$ cat config.mk
export PLATFORM = sky130hd
export DESIGN_NAME = jtframe_dump_ctrl
export DESIGN_NICKNAME = d
export VERILOG_FILES = /design/src/rtl/jtframe_dump_ctrl.sv
export SDC_FILE = /design/constraint.sdc
export NUM_CORES = 1
export LEC_CHECK = 0
export CAP_MARGIN = 0
export CORE_MARGIN = 2
export CORE_UTILIZATION = 50
export DETAILED_ROUTE_END_ITERATION = 12
export DONT_BUFFER_PORTS = 1
export PLACE_DENSITY = 0.74
export REMOVE_ABC_BUFFERS = 1
export SKIP_LAST_GASP = 1
export SYNTH_ARGS = -nofsm -noshare
export SYNTH_HDL_FRONTEND = slang
export SYNTH_SLANG_ARGS = --single-unit
export TNS_END_PERCENT = 1
$ cat constraint.sdc
create_clock -name clk -period 5.2 [get_ports clk]
set_clock_uncertainty 0.05 [all_clocks]
set_input_delay 1.04 -clock clk [delete_from_list [all_inputs] [get_ports clk]]
set_output_delay 1.04 -clock clk [all_outputs]
set_load 0.02 [all_outputs]
$ cat src/rtl/jtframe_dump_ctrl.sv
// jtframe_dump_ctrl: frame-window dump controller.
//
// Counts frames on falling edges of vs. It drives a registered dump enable while the frame
// count lies inside any of WINDOWS programmable [start, start+len) windows. It also drives
// one-cycle start/stop strobes and a sticky done flag.
//
// Optional feature: define JTFRAME_DUMP_LOADROM_EN to arm counting on the falling edge of
// the downloading flag. Otherwise downloading is ignored and counting starts after reset.
//
// Ports:
//   clk, rst_n   clock, synchronous active-low reset
//   vs           vertical sync, active high; frames counted on its falling edge
//   downloading  ROM download in progress (used only with JTFRAME_DUMP_LOADROM_EN)
//   win_start    window i start frame in [i*CW +: CW]
//   win_len      window i length in [i*LW +: LW]; 0 disables window i
//   frame_cnt    saturating frame counter
//   win_active   per-window active flags (registered)
//   dump_on      OR of win_active (registered)
//   dump_start   one-cycle pulse, one cycle after dump_on rises
//   dump_stop    one-cycle pulse, one cycle after dump_on falls
//   done         all enabled windows have ended (sticky until reset)
module jtframe_dump_ctrl #(
  parameter int unsigned CW      = 32,
  parameter int unsigned LW      = 16,
  parameter int unsigned WINDOWS = 2
) (
  input  logic                 clk,
  input  logic                 rst_n,
  input  logic                 vs,
  input  logic                 downloading,
  input  logic [WINDOWS*CW-1:0] win_start,
  input  logic [WINDOWS*LW-1:0] win_len,
  output logic [CW-1:0]        frame_cnt,
  output logic [WINDOWS-1:0]   win_active,
  output logic                 dump_on,
  output logic                 dump_start,
  output logic                 dump_stop,
  output logic                 done
);

  typedef enum logic [1:0] {StIdle, StCount, StDone} state_e;

  state_e               state_q, state_d;
  logic [CW-1:0]        cnt_q, cnt_d;
  logic [WINDOWS-1:0]   win_q, win_d;
  logic                 dump_on_q, dump_on_d;
  logic                 dump_dly_q;
  logic                 dump_start_q, dump_start_d;
  logic                 dump_stop_q, dump_stop_d;
  logic                 done_q, done_d;
  logic                 vs_l_q;
  logic                 vs_fall;
  logic                 arm;
  logic                 hold;
  logic [WINDOWS-1:0]   in_range;
  logic [WINDOWS-1:0]   ended;
  logic                 all_ended;
  logic                 in_count;
  logic                 set_done;

  assign vs_fall = vs_l_q & ~vs;

`ifdef JTFRAME_DUMP_LOADROM_EN
  logic dl_q;

  always_ff @(posedge clk) begin
    if (!rst_n) dl_q <= 1'b0;
    else        dl_q <= downloading;
  end

  assign arm  = dl_q & ~downloading;
  // Once done, a later download must not disturb the finished capture.
  assign hold = downloading & (state_q != StDone);
`else
  logic unused_downloading;
  assign unused_downloading = downloading;
  assign arm  = 1'b1;
  assign hold = 1'b0;
`endif

  // Window compares at CW+1 bits so a window ending past all-ones never wraps low.
  always_comb begin
    logic [CW:0] cnt_x, start_x, end_x;
    in_range = '0;
    ended    = '0;
    cnt_x    = {1'b0, cnt_q};
    start_x  = '0;
    end_x    = '0;
    for (int i = 0; i < WINDOWS; i++) begin
      start_x     = {1'b0, win_start[i*CW +: CW]};
      end_x       = start_x + (CW+1)'(win_len[i*LW +: LW]);
      in_range[i] = (win_len[i*LW +: LW] != '0) && (cnt_x >= start_x) && (cnt_x < end_x);
      ended[i]    = (win_len[i*LW +: LW] == '0) || (cnt_x >= end_x);
    end
  end

  assign all_ended = &ended;

  always_comb begin
    state_d      = state_q;
    cnt_d        = cnt_q;
    in_count     = (state_q == StCount) && !hold;
    set_done     = in_count && all_ended;

    unique case (state_q)
      StIdle:  if (arm) state_d = StCount;
      StCount: if (set_done) state_d = StDone;
      StDone:  state_d = StDone;
      default: state_d = StIdle;
    endcase
    if (hold) state_d = StIdle;

    if (hold) begin
      cnt_d = '0;
    end else if ((state_q != StIdle) && vs_fall && (cnt_q != '1)) begin
      cnt_d = cnt_q + CW'(1);
    end

    win_d        = in_count ? in_range : '0;
    dump_on_d    = |win_d;
    // Pulses come from the registered dump_on and its delayed copy, so adjacent or
    // overlapping windows yield a single start/stop pair.
    dump_start_d = !hold && dump_on_q && !dump_dly_q;
    dump_stop_d  = !hold && !dump_on_q && dump_dly_q;
    done_d       = done_q | set_done;
  end

  always_ff @(posedge clk) begin
    if (!rst_n) begin
      state_q      <= StIdle;
      cnt_q        <= '0;
      win_q        <= '0;
      dump_on_q    <= 1'b0;
      dump_dly_q   <= 1'b0;
      dump_start_q <= 1'b0;
      dump_stop_q  <= 1'b0;
      done_q       <= 1'b0;
      vs_l_q       <= 1'b0;
    end else begin
      state_q      <= state_d;
      cnt_q        <= cnt_d;
      win_q        <= win_d;
      dump_on_q    <= dump_on_d;
      dump_dly_q   <= dump_on_q;
      dump_start_q <= dump_start_d;
      dump_stop_q  <= dump_stop_d;
      done_q       <= done_d;
      vs_l_q       <= vs;
    end
  end

  assign frame_cnt  = cnt_q;
  assign win_active = win_q;
  assign dump_on    = dump_on_q;
  assign dump_start = dump_start_q;
  assign dump_stop  = dump_stop_q;
  assign done       = done_q;

endmodule

; ---- Yosys cells after proc, flatten, opt, wreduce, memory -nomap -nowiden
; Cells that the tools add are included.
[op_classes]
magnitude_cmp = 6
reduce_logical = 21
n_addsub = 3
bitwise_logic = 3
eq_ne = 4
n_mux = 3
[ops]
columns = cell, n
row1 = adder 32 x 16 -> 33 bit, 2
row2 = greater-or-equal comparator 32 x 33 -> 1 bit, 2
row3 = < comparator 32 x 33 -> 1 bit, 2
row4 = greater-or-equal comparator 32 bit, 2
row5 = "adder 32 x 1 -> 32 bit, second input constant", 1
row6 = zero test 16 bit, 2
row7 = "inequality test 32 bit, second input constant", 1
row8 = nonzero test 16 bit, 2
row9 = logical AND 1 bit, 9
row10 = case mux 2 bit (3 select lines), 1
row11 = two-way mux 2 bit, 2
row12 = "== test 2 x 1 -> 1 bit, second input constant", 1
row13 = "== test 2 bit, second input constant", 1
row14 = zero test 1 bit, 2
row15 = zero test 2 bit, 1
row16 = logical OR 1 bit, 2
row17 = "inequality test 2 x 1 -> 1 bit, second input constant", 1
row18 = AND reduction 2 bit, 1
row19 = nonzero test 2 bit, 1
row20 = OR reduction 2 bit, 1
row21 = AND 1 bit, 1
row22 = NOT 1 bit, 1
row23 = bitwise OR 1 bit, 1
[word_totals]
reg_bits = 42

; ---- Depth between registers and ports, before layout
[logic_depth]
depth_word = 7
ltp_mapped = 20
depth_no_buf = 19

; ---- Least setup slack after synthesis
; OpenSTA, ideal clock, no wires.
[synth_timing]
kind = input to register
from = input port win_start[0]
to = register state_q[0]
setup_slack_ps = 265
setup_ps = 125
t_required_ps = 5025
n_path_buf = 1
arrival_ps = 4761
path_stages = 20
path_cell_list = ha_1 > fa_1 > a21o_1 > a221oi_2 > o21ai_1 > a31oi_1 > nand2_1 > a21bo_2 > buf_2 > nand4_1 > xnor2_1 > ha_1 > nand4_1 > nor3_1 > nand4_1 > nor4_1 > o21ai_0 > a221oi_2 > nor2b_1 > mux2i_1
[synth_via]
elab_chain_len = 6
[synth_lines]
columns = item, line_no
row1 = start: declaration, 31  ; input logic [WINDOWS*CW-1:0] win_start,
row2 = adder 32 x 16 -> 33 bit, 91  ; end_x = start_x + (CW+1)'(win_len[i*LW +: LW]);
row3 = greater-or-equal comparator 32 x 33 -> 1 bit, 93  ; ended[i] = (win_len[i*LW +: LW] == '0) || (cnt_x >= end_x);
row4 = logical OR 1 bit, 93
row5 = AND reduction 2 bit, 97  ; assign all_ended = &ended;
row6 = logical AND 1 bit, 103  ; set_done = in_count && all_ended;
row7 = inequality test 2 x 1 -> 1 bit (no source line), --
row8 = end signal: assignment, 130  ; state_q <= StIdle;
row9 = end signal: assignment, 140  ; state_q <= state_d;
row10 = end: declaration, 43  ; state_e state_q, state_d;
; No other way between the ends.
; A chain may end at the register's enable or synchronous reset.

; ---- Final worst setup path
[layout_timing]
from = input port win_start[32]
to = register dump_on_q (netlist: dump_on)
[layout_via]
elab_chain_len = 5
[layout_lines]
columns = item, line_no
row1 = adder 32 x 16 -> 33 bit / greater-or-equal comparator 32 bit (equally long branches), "91, 92"
row2 = < comparator 32 x 33 -> 1 bit / logical AND 1 bit (equally long branches), 92  ; in_range[i] = (win_len[i*LW +: LW] != '0) && (cnt_x >= start_x) && (cnt_x < end_x);
row3 = logical AND 1 bit *, 92
row4 = two-way mux 2 bit *, 119  ; win_d = in_count ? in_range : '0;
row5 = OR reduction 2 bit *, 120  ; dump_on_d = |win_d;
row6 = end signal: assignment, 143  ; dump_on_q <= dump_on_d;
row7 = end: declaration, 46  ; logic dump_on_q, dump_on_d;
; Mark *: on every way between the ends. The rest lies on a longest branch, timed or not.

==> impl_metrics.ini <==
[critical_path]
critical_path.top_delay_family = compound AO/OA/AOI/OAI gates
setup.worst_path.class = input port to flip-flop
critical-path-max-stage-delay_ns = 0.40
cp_data_required_time_ns = 5.32
path_cells = ha_1 > fa_1 > a211oi_1 > o211ai_1 > a31o_2 > a21o_1 > a31oi_1 > xor2_1 > ha_1 > nand2_1 > o21ai_0 > buf_4 > a41oi_1 > a2111oi_1 > buf_4 > o211ai_1 > and3b_1 > o21a_1 > or2_2
endpoint_kind = flip-flop
cp_data_arrival_time_ns = 5.01
rrSetupSlack_ns = 2.08
crit_buf_inv = 2
critical-path-slowest-cell = a2111oi_1
worstSetupStartpointType = input port
timing.critical_path.fanout_max = 3

[global_routing]
initial_antenna_violation_count = 0
number_of_global_route_vias_before_repair = 6154
grt_max_degree = 42
grt_use_total = 0.240
gr-total-overflow = 0
grt_pass1_wl_mm = 28.9

[timing]
setup_repair_after_global_routing_missed_its_margin = true
final_max_slew_viol_count = 0
fin_setup_tns_ns = 0
slew_headroom = 0.357
report.final.hold_viol_count = 0
layout_worst_path_cycle_share = 0.941
post-route-min-period_ns = 4.89
whs_ns = 0.364
worstMarginPinSlew_ns = 0.960
count_of_final_setup_violators = 0
clock.fmax_ghz = 0.204

[route]
via_per_inst = 5.85
drt.antenna.violating_nets = 0
drt-total-wl_mm = 17.4
count_of_tritonroute_iterations_in_the_first_routing_pass = 5
wire_per_inst_um = 16.4
routed-via-count = 6235
remaining_drc_errors = 0
drt_iter0_markers = 309

[synthesis]
synth_compound_gate_area_share = 0.189
synth-main-ff-cell = dfxtp_1
postSynthCellCount = 859
synth.avg_cell_area_um2 = 8.00
syn-cell-area_um2 = 6880
synth.mux.area_fraction = 0.00437
async_flop_share = 0
yosys.area_share.simple = 0.222
synth_top_family_by_area = adder cells
synth_fa_ha_area_frac = 0.304
number_of_synthesized_flops_with_an_enable_pin = 0
number_of_synthesized_register_bits = 42
yosys_warnings = 0
synth_seq_area_share = 0.122
post_synth_xor_area_fraction = 0.112
synth.distinct_cells = 57

[floorplan]
top_level_ports = 138
coreArea_um2 = 13300
die_height_um = 121
die_width_um = 121
row_count = 42
die-area_um2 = 14700
initial_utilization = 0.515

[pwr]
seqPwrFrac = 0.288
p_sw_frac = 0.312
switching_power_mw = 0.367
total_power_mw = 1.18
power.share.combinational = 0.371
peakVddDrop_uv = 115
power_density_nw_per_um2 = 157
pwr-share-clk = 0.341
p_int_mw = 0.808
total_leakage_power_nw = 3.79

[placed_design]
dp_cells = 1057
io_buffer_count = 0
placed_area_um2 = 7280
globalplace.congestion = 0.916
place.detailed.hpwl_mm = 14.9

[job]
timing.max_cap.violations = 0

[clock_network]
clkTransAtPathRegs_ns = 0.05
cts-buffers-inserted = 5
clock_tree.root_cell = clkbuf_16
cts_sinks = 42
holdBufCountCts = 0
h-tree-depth = 2
insertion_delay_ns = 0.29
ctsResizeCount = 0
post-cts-setup-buffer-count = 0
buffer_levels_on_the_longest_clock_path = 2
tritoncts = yes

[outcome]
status = finished clean

[final_layout]
design.final.nets = 1154
number_of_standard_cells_in_the_layout_taps_in_and_fillers_out = 1065
share_of_layout_cells_above_drive_strength_1 = 0.0596
layout.filler_cells = 1236
area_growth_pct = 9.06
layout.cells.most_common_list = 164 x ha_1, 75 x inv_1, 64 x xnor2_1
layout.cells.most_common = ha_1
inserted_diodes = 0
final_design_area_no_fill_um2 = 7500

[hold_path]
hp-class = flip-flop to flip-flop
cells by family after synthesis:
kind of cell / after synthesis
AND/OR/NAND/NOR: 284
buffers and inverters: 82
multiplexers: 3
AO/OA/AOI/OAI: 194
flip-flops: 42
adder cells (fa/ha/maj): 166
XOR/XNOR: 88
final timing paths:
check	depth (start not counted)	endpoint	start
max	19	dump_on	win_start[32]
max reg2reg	7	frame_cnt[29]	frame_cnt[17]
min reg2reg	1	dump_start	dump_dly_q
min	1	dump_start	dump_dly_q
sequential cells by signal (all words and copies together) (netlist names):
name and flops:
dump_start 1, frame_cnt 32, win_active 2, dump_dly_q 1
state_q 2, vs_l_q 1, dump_on 1, dump_stop 1
done 1
cell type report:
cell class,count,area (µm²),area share
multi-input cells,735,5740,0.766
clock inverters,3,68.8,0.00918
flip-flops and latches,42,841,0.112
well taps,176,220,0.0294
repair buffers,29,218,0.0290
clock buffers,5,125,0.0167
inverters,75,282,0.0375
per-stage QoR:
| step | setup WS, ns | utilization |
|---|---|---|
| after floorplan | 0.299 | - |
| after global placement | -0.00415 | 0.546 |
| after detailed placement | -0.0487 | 0.546 |
| after CTS | 0.248 | 0.560 |
| after global routing | -0.0495 | 0.562 |
| final | 0.309 | 0.562 |
Yosys cell counts, types with 5 or more instances:
| library cell | number | area, µm² |
|---|---|---|
| a211oi_1 | 11 | 82.6 |
| a21o_1 | 37 | 278 |
| a21oi_1 | 59 | 295 |
| a31oi_1 | 5 | 31.3 |
| and2_1 | 32 | 200 |
| and3_1 | 14 | 87.6 |
| and4_1 | 13 | 114 |
| clkbuf_1 | 5 | 18.8 |
| dfxtp_1 | 42 | 841 |
| ha_1 | 164 | 2050 |
| inv_1 | 75 | 282 |
| nand2_1 | 63 | 236 |
| nand2b_1 | 11 | 68.8 |
| nand3_1 | 33 | 165 |
| nand4_1 | 23 | 144 |
| nor2_1 | 36 | 135 |
| nor2b_1 | 11 | 68.8 |
| nor3_1 | 19 | 95.1 |
| nor4_1 | 19 | 119 |
| o211ai_1 | 9 | 67.6 |
| o21a_1 | 5 | 37.5 |
| o21ai_0 | 28 | 140 |
| o21bai_1 | 5 | 37.5 |
| o31ai_1 | 6 | 45.0 |
| xnor2_1 | 64 | 561 |
| xor2_1 | 24 | 210 |
power groups by stage:
stage / Combinational, mW / Sequential, mW / Clock, mW
after floorplan: 0.325 / 0.344 / 0
after detailed placement: 0.428 / 0.346 / 0
after global routing: 0.500 / 0.340 / 0.424
final: 0.436 / 0.339 / 0.401
after CTS: 0.432 / 0.339 / 0.409
after global placement: 0.418 / 0.346 / 0
routing by layer:
layer / routed length, µm / vias to the layer above / share of wire / track usage
li1: - / 3204 / - / -
met1: 8200 / 2836 / 0.47 / 0.319
met2: 7820 / 160 / 0.45 / 0.401
met3: 927 / 35 / 0.053 / 0.0362
met4: 490 / 0 / 0.028 / 0.0754
met5: 0 / - / 0 / 0
(Power assumes the default switching activity.)
